`config.mk`:
```
export PLATFORM = sky130hd
export DESIGN_NAME = quant_seq_ctrl
export DESIGN_NICKNAME = d
export VERILOG_FILES = /design/src/rtl/quant_seq_ctrl.sv
export SDC_FILE = /design/constraint.sdc
export NUM_CORES = 2
export LEC_CHECK = 0
export BUFFER_PORTS_ARGS = -buffer_cell sky130_fd_sc_hd__buf_2
export CAP_MARGIN = 20
export CORE_ASPECT_RATIO = 1.75
export CORE_UTILIZATION = 50
export DETAILED_ROUTE_END_ITERATION = 10
export HOLD_SLACK_MARGIN = 0.15
export PLACE_DENSITY_LB_ADDON = 0.05
export SLEW_MARGIN = 20
export SYNTH_ARGS = -nofsm -noshare
export SYNTH_HDL_FRONTEND = slang
export SYNTH_SLANG_ARGS = --single-unit
```
`constraint.sdc`:
```
create_clock -name clk -period 8 [get_ports clk]
set_input_delay 0.4 -clock clk [delete_from_list [all_inputs] [get_ports clk]]
set_output_delay 0.4 -clock clk [all_outputs]
set_load 0.01 [all_outputs]
```
`src/rtl/quant_seq_ctrl.sv`:
```
// quant_seq_ctrl: tile sequencer for the FP32 pre-quantization stage.
// Buffers one tile of activations while tracking the largest magnitude,
// then replays the tile one element per cycle with the tile max alongside.
module quant_seq_ctrl #(
    parameter int unsigned DEPTH = 64,
    parameter int unsigned LEN_W = 7
) (
    input  logic             clk,
    input  logic             reset_n,
    input  logic             i_start,
    input  logic [LEN_W-1:0] i_len,
    input  logic             i_act_valid,
    input  logic [31:0]      i_act_data,
    output logic             o_act_ready,
    output logic [31:0]      o_pre_max,
    output logic [31:0]      o_pre_activation,
    output logic             o_pre_valid,
    output logic             o_pre_last,
    output logic             o_busy,
    output logic             o_done
);

    localparam int unsigned AW = $clog2(DEPTH);
    localparam logic [LEN_W-1:0] DEPTH_LEN = LEN_W'(DEPTH);
    localparam logic [LEN_W-1:0] ONE = LEN_W'(1);

    typedef enum logic [1:0] {
        IDLE,
        LOAD,
        DRAIN,
        FLUSH
    } state_t;

    state_t           state;
    state_t           state_next;

    logic [LEN_W-1:0] len;
    logic [LEN_W-1:0] wr_cnt;
    logic [LEN_W-1:0] rd_cnt;
    logic [31:0]      max_reg;
    logic [31:0]      mem [DEPTH];

    logic             feed_q;
    logic             last_q;

    logic             start_ok;
    logic             accept;
    logic             issue;
    logic             last_issue;
    logic             load_last;

    // State register.
    always_ff @(posedge clk or negedge reset_n) begin
        if (!reset_n) begin
            state <= IDLE;
        end else begin
            state <= state_next;
        end
    end

    // Next-state logic and per-cycle control strobes.
    always_comb begin
        state_next = state;
        start_ok   = 1'b0;
        accept     = 1'b0;
        load_last  = 1'b0;
        issue      = 1'b0;
        last_issue = 1'b0;
        case (state)
            IDLE: begin
                // A zero-length start is dropped without leaving IDLE.
                if (i_start && (i_len != '0)) begin
                    start_ok   = 1'b1;
                    state_next = LOAD;
                end
            end
            LOAD: begin
                if (i_act_valid) begin
                    accept = 1'b1;
                    if (wr_cnt == len - ONE) begin
                        load_last  = 1'b1;
                        state_next = DRAIN;
                    end
                end
            end
            DRAIN: begin
                issue = 1'b1;
                if (rd_cnt == len - ONE) begin
                    last_issue = 1'b1;
                    state_next = FLUSH;
                end
            end
            FLUSH: begin
                state_next = IDLE;
            end
            default: begin
                state_next = IDLE;
            end
        endcase
    end

    assign o_act_ready = (state == LOAD);
    assign o_busy      = (state != IDLE);

    // Tile length, write/read pointers and running magnitude maximum.
    always_ff @(posedge clk or negedge reset_n) begin
        if (!reset_n) begin
            len     <= '0;
            wr_cnt  <= '0;
            rd_cnt  <= '0;
            max_reg <= '0;
        end else begin
            if (start_ok) begin
                len     <= (i_len > DEPTH_LEN) ? DEPTH_LEN : i_len;
                wr_cnt  <= '0;
                rd_cnt  <= '0;
                max_reg <= '0;
            end
            if (accept) begin
                wr_cnt <= wr_cnt + ONE;
                // Sign is ignored: the max is a pure magnitude, stored positive.
                if (i_act_data[30:0] > max_reg[30:0]) begin
                    max_reg <= {1'b0, i_act_data[30:0]};
                end
                if (load_last) begin
                    rd_cnt <= '0;
                end
            end
            if (issue) begin
                rd_cnt <= rd_cnt + ONE;
            end
        end
    end

    // Tile buffer; contents are meaningless until written, so no reset.
    always_ff @(posedge clk) begin
        if (accept) begin
            mem[wr_cnt[AW-1:0]] <= i_act_data;
        end
    end

    // Operand registers and strobes; strobes trail the operands by one cycle
    // so they line up with the datapath's registered result.
    always_ff @(posedge clk or negedge reset_n) begin
        if (!reset_n) begin
            o_pre_max        <= '0;
            o_pre_activation <= '0;
            feed_q           <= 1'b0;
            last_q           <= 1'b0;
            o_pre_valid      <= 1'b0;
            o_pre_last       <= 1'b0;
            o_done           <= 1'b0;
        end else begin
            feed_q      <= issue;
            last_q      <= last_issue;
            o_pre_valid <= feed_q;
            o_pre_last  <= last_q;
            o_done      <= last_q;
            if (issue) begin
                o_pre_activation <= mem[rd_cnt[AW-1:0]];
                o_pre_max        <= max_reg;
            end
        end
    end

endmodule

```
==> Word-level counts from Yosys, hierarchy flattened <==
Memory sizes are Yosys's and may differ from the RTL's. A register that Yosys moved wholly into a read port is not among the register bits.
Index checks and enable logic that the tools add are counted.
{ "word_totals": {"reg_bits": 91, "out_inout_bits": 69, "latchBits": 0, "n_memories": 1, "in_bits": 43, "mem_bits_rw": 2048, "rom_bits": 0, "elab_cells": 59} }
{ "op_classes": {"n_addsub": 3, "n_lt_le_gt_ge": 2, "div_mod_pow": 0, "mul": 0, "n_reduce_logical": 7, "n_bitwise": 0, "eq_ne": 9, "shift": 0, "mux": 27} }
{ "memory_table": {"columns": ["memory", "depth", "word_bits", "rd", "rd_ports_with_merged_regs", "wr", "line_no", "text"], "rows": [
  ["mem", 64, 32, 1, 1, 1, "41", "logic [31:0] mem [DEPTH];"]
]} }
{ "op_table": {"columns": ["operator", "count"], "rows": [
  ["$mux 32", 3],
  ["$mux 7", 7],
  ["$gt 31x31->1", 1],
  ["$add 7x1->7 const B", 2],
  ["$eq 7x7->1", 2],
  ["$mux 1", 12],
  ["$mux 2", 4],
  ["$pmux 2 s4", 1],
  ["$gt 7x7->1 const B", 1],
  ["$reduce_bool 7->1", 1],
  ["$sub 7x1->7 const B", 1],
  ["$ne 2x2->1 const B", 3],
  ["$eq 2x2->1 const B", 2],
  ["$reduce_and 4->1", 1],
  ["$reduce_bool 2->1", 2],
  ["$eq 2x1->1 const B", 1],
  ["$logic_not 2->1", 1],
  ["$ne 2x1->1 const B", 1],
  ["$logic_and 1x1->1", 1],
  ["$logic_not 1->1", 1]
]} }

==> Logic depth before layout (Yosys ltp) <==
{ "logic_depth": {"word_depth": 8, "ltp_mapped": 11, "mapped_depth_nobuf": 8} }

==> Worst setup path before layout <==
No wires, ideal clock.
{ "synth_path": {"path_type": "reg-to-reg", "startpoint": "register state[1]", "endpoint": "memory mem[32][0] (enable)", "t_arrival_ps": 3469, "synth_period_minus_slack_ps": 3930, "setup_time_ps": 461, "required_ps": 7539, "path_slack_ps": 4070, "path_stages_with_launch": 7, "cell_sequence": "dfrtp_1 > inv_1 > ha_1 > nand2_1 > nor3_1 > nand3b_1 > nor3_1"} }
{ "synth_via": {"elab_chain_len": 4} }
{ "synth_lines": {"columns": ["element", "line_no", "text"], "rows": [
  ["start, declared", "34", "state_t state;"],
  ["start signal, assigned", "57", "state <= state_next;"],
  ["$eq 2x1->1", null, null],
  ["named net o_act_ready", "14", "output logic o_act_ready,"],
  ["$mux 1", "69", "case (state)"],
  ["$mux 1", "137", "if (accept) begin"],
  ["$mux 1 (implied by the code)", "138", "mem[wr_cnt[AW-1:0]] <= i_act_data;"],
  ["end, declared", "41", null]
]} }
The timed path passes the listed nets, and every way through them passes these cells.

==> out/qor.yml <==
status:
  outcome: "complete, no violations"
worst_setup_path:
  cp-end-kind: "flop"
  slowest_stage: "sky130_fd_sc_hd__mux2i_1"
  timing_worst_setup_path_type: "flop to flop"
  path_max_fanout: 95
  crit_path_start_kind: "flop"
  critPathArrivalTime_ns: 5.34
  r2r.worst_path.cells: 6
  timing.critical_path.cells: "buf_12, buf_12, mux4_2, mux4_2, mux2i_1, o21ai_0"
  required_ns: 8.68
  timing.critical_path.slowest_cell_delay_ns: 1.00
logic_synthesis:
  ys_ff_latch: 2171
  postSynth.asyncResetShare: 0.0567
  syn-num-nets: 4075
  synth_enable_flop_cells: 2048
  synth_fa_ha_area_frac: 0.00549
  post_synth_and_or_nand_nor_area_fraction: 0.0211
  yosys.area_share.xor_xnor: 0.00197
  synth-seq-area-share: 0.766
  syn-instance-count: 3995
  post_synth_instance_area_um2: 84300
  post_synth.cell_area_avg_um2: 21.1
  yosysWarnings: 0
  commonest_register_cell_after_synthesis: "sky130_fd_sc_hd__edfxtp_1"
  synth_top_family_by_area: "multiplexers"
  synth_cell_type_count: 62
  synth.area.mux_share: 0.163
  compound_cell_area_share_of_the_yosys_netlist: 0.0281
floorplanning:
  die_width_um: 312
  io_pins: 112
  fp-row-count: 199
  floorplan.initialDensity: 0.503
  die_y_um: 545
  core-area_um2: 168000
  die-area_um2: 170000
pwr:
  switching_power_as_a_share_of_total_power: 0.304
  power_frac_comb: 0.269
  cell_internal_pwr_mw: 21.4
  powerDensity_nw_per_um2: 324
  power_frac_clock: 0.302
  design_power_total_mw: 30.8
  power.ir.vdd_worst_mv: 0.257
  pwr-share-seq: 0.429
  leakagePower_nw: 30.5
  total_switching_power_mw: 9.37
hold_path:
  hold_path_depth: 2
  worst_hold_path_type: "primary input to flop"
sta:
  worst_slew_margin_rel: 0.122
  fmax_mhz: 215
  max_slew.worst_pin.slew_ns: 1.28
  layout_min_cycle_time_ns: 4.66
  fin_hold_ws_ns: 0.230
  slew_viol_final: 0
  min_period_over_period: 0.583
  finalSetupViolations: 0
  fin_tns_setup_ns: 0
  finalHoldViolations: 0
  rsz0062_at_grt: "false"
  clock-skew-final_ns: 0.0314
global_routing:
  antenna_found_initial: 12
  first_global_vias: 43300
  grt_use_total: 0.287
  globalRouteOverflowTotal: 0
  largest_net_degree_at_the_start_of_global_routing: 138
  grt_pass1_wl_mm: 337
clock_tree:
  cts_tree: "built"
  cts.repair_timing.setup_buffer_count: 0
  clock-sinks: 2171
  worstSkewPairLatency_ns: 0.85
  cts.clk_slew.worst_paths_ns: 0.07
  clock_tree.buffer_depth: 4
  ctsHtreeMaxLevel: 4
  tritoncts.num_buffers: 199
  root_buffer: "sky130_fd_sc_hd__clkbuf_16"
placement:
  place.gp.congestion: 0.801
  hpwl_mm: 134
  portBuffers: 111
  dp_cells: 6240
run:
  cap_viol_max_count: 0
route:
  vias_per_cell: 6.33
  drcViolationCount: 0
  routed_wire_length_per_instance_um: 36.4
  drt_pass1_iterations: 5
  drt_iter0_drc: 4600
  drt-total-wl_mm: 242
  detail-route-antenna-nets: 0
  routed-via-count: 42000
cells_and_area:
  largest_reg_flops: 2048
  count_of_nets_after_finishing: 4342
  areaGrowthSynthToFinish_pct: 12.7
  layoutNonFillerInstCount: 6642
  proportion_of_layout_cells_with_a_drive_suffix_above_1: 0.263
## repair_timing
action	CTS	global route
resized for setup	0	0
endpoints found under the hold margin	126	4
hold buffers	30	2
## synthesized netlist by cell type (13+ instances only)
cell,count,share of area
sky130_fd_sc_hd__a211oi_1,29,0.0026
sky130_fd_sc_hd__mux2i_1,230,0.027
sky130_fd_sc_hd__clkbuf_1,118,0.0053
sky130_fd_sc_hd__edfxtp_1,2048,0.73
sky130_fd_sc_hd__a21oi_1,42,0.0025
sky130_fd_sc_hd__mux4_2,477,0.13
sky130_fd_sc_hd__and2_1,29,0.0022
sky130_fd_sc_hd__a22oi_1,30,0.0027
sky130_fd_sc_hd__buf_2,71,0.0042
sky130_fd_sc_hd__a31oi_1,31,0.0023
sky130_fd_sc_hd__ha_1,37,0.0055
sky130_fd_sc_hd__nand3_1,19,0.0011
sky130_fd_sc_hd__o2bb2ai_1,26,0.0027
sky130_fd_sc_hd__o41ai_1,26,0.0027
sky130_fd_sc_hd__inv_1,43,0.0019
sky130_fd_sc_hd__buf_1,16,0.00071
sky130_fd_sc_hd__o22ai_1,78,0.0058
sky130_fd_sc_hd__o21ai_0,55,0.0033
sky130_fd_sc_hd__or3_1,28,0.0021
sky130_fd_sc_hd__nand2b_1,13,0.00097
sky130_fd_sc_hd__buf_4,14,0.0012
sky130_fd_sc_hd__nand2_1,89,0.0040
sky130_fd_sc_hd__dfrtp_1,123,0.037
sky130_fd_sc_hd__nor2_1,160,0.0071
sky130_fd_sc_hd__mux2_2,64,0.0086
## stage by stage
stage	area, µm²	worst slack (ns)	util
after CTS	95000	3.42	0.567
final	95000	3.34	0.567
after global placement	88400	3.16	0.527
after floorplan	84300	4.07	-
after global routing	95000	3.27	0.567
after detailed placement	88400	3.43	0.528
## logic make-up (layout without fill, tap and decap cells)
| kind of cell | count (synthesis) | after routing |
|---|---|---|
| compound gates | 349 | 349 |
| simple gates | 382 | 382 |
| buf+inv | 266 | 692 |
| fa+ha+maj | 37 | 37 |
| flops | 2171 | 2171 |
| other cells | 0 | 10 |
| mux | 771 | 771 |
| xor+xnor | 19 | 19 |
## power by group through the flow
stage                     sequential, mW  combinational (mW)  clock, mW
after global routing                13.2                8.74       9.81
after detailed placement            13.4                8.39          0
after floorplan                     13.1                5.50          0
after global placement              13.4                8.36          0
final                               13.2                8.30       9.31
after CTS                           13.2                8.44       9.43
## final timing paths
check,slack [ns],start,end
min in group asynchronous,0.69,reset_n,max_reg[22]$_DFF_PN0_
min reg2reg,0.36,last_q$_DFF_PN0_,o_done$_DFF_PN0_
min,0.23,i_act_data[31],mem[12][31]$_DFFE_PP_
max reg2reg,3.34,rd_cnt[0]$_DFF_PN0_,o_pre_activation[11]$_DFFE_PN0P_
max in group asynchronous,6.41,reset_n,rd_cnt[0]$_DFF_PN0_
max,3.34,rd_cnt[0]$_DFF_PN0_,o_pre_activation[11]$_DFFE_PN0P_
## routing by layer
layer	global-route usage	up-vias	wire length, µm
li1	-	17100	-
met1	0.370	23100	92200
met2	0.502	1504	127000
met3	0.0297	370	12900
met4	0.108	2	9430
met5	0	-	39
## layout by cell type, fill, tap and decap left out, types with 41 or more instances in the layout
cell	n
sky130_fd_sc_hd__a21oi_1	41
sky130_fd_sc_hd__buf_2	108
sky130_fd_sc_hd__buf_4	135
sky130_fd_sc_hd__clkbuf_16	205
sky130_fd_sc_hd__clkinv_1	64
sky130_fd_sc_hd__dfrtp_1	118
sky130_fd_sc_hd__edfxtp_1	2048
sky130_fd_sc_hd__inv_1	41
sky130_fd_sc_hd__mux2_2	64
sky130_fd_sc_hd__mux2i_1	227
sky130_fd_sc_hd__mux4_2	477
sky130_fd_sc_hd__nand2_1	87
sky130_fd_sc_hd__nor2_1	96
sky130_fd_sc_hd__nor2_4	61
sky130_fd_sc_hd__o21ai_0	54
sky130_fd_sc_hd__o22ai_1	78
## cell type report
cell class              instances  area [µm²]
fillers                     12500       72600
flip-flops and latches       2171       64600
multi-input cells            1558       19100
clock buffers                 250        5410
well taps                    2211        2770
repair buffers                288        2140
clock inverters               110         825
inverters                      44         165
diodes                         10        25.0
## critical path, delay by kind of cell, from the launching register on
| family | cells | cell delay, ns |
|---|---|---|
| muxes | 3 | 2.09 |
| buffers and inverters | 2 | 0.98 |
| DFF | 1 | 0.82 |
| AOI/OAI and AO/OA | 1 | 0.18 |
Power figures use the tool's default switching activity.
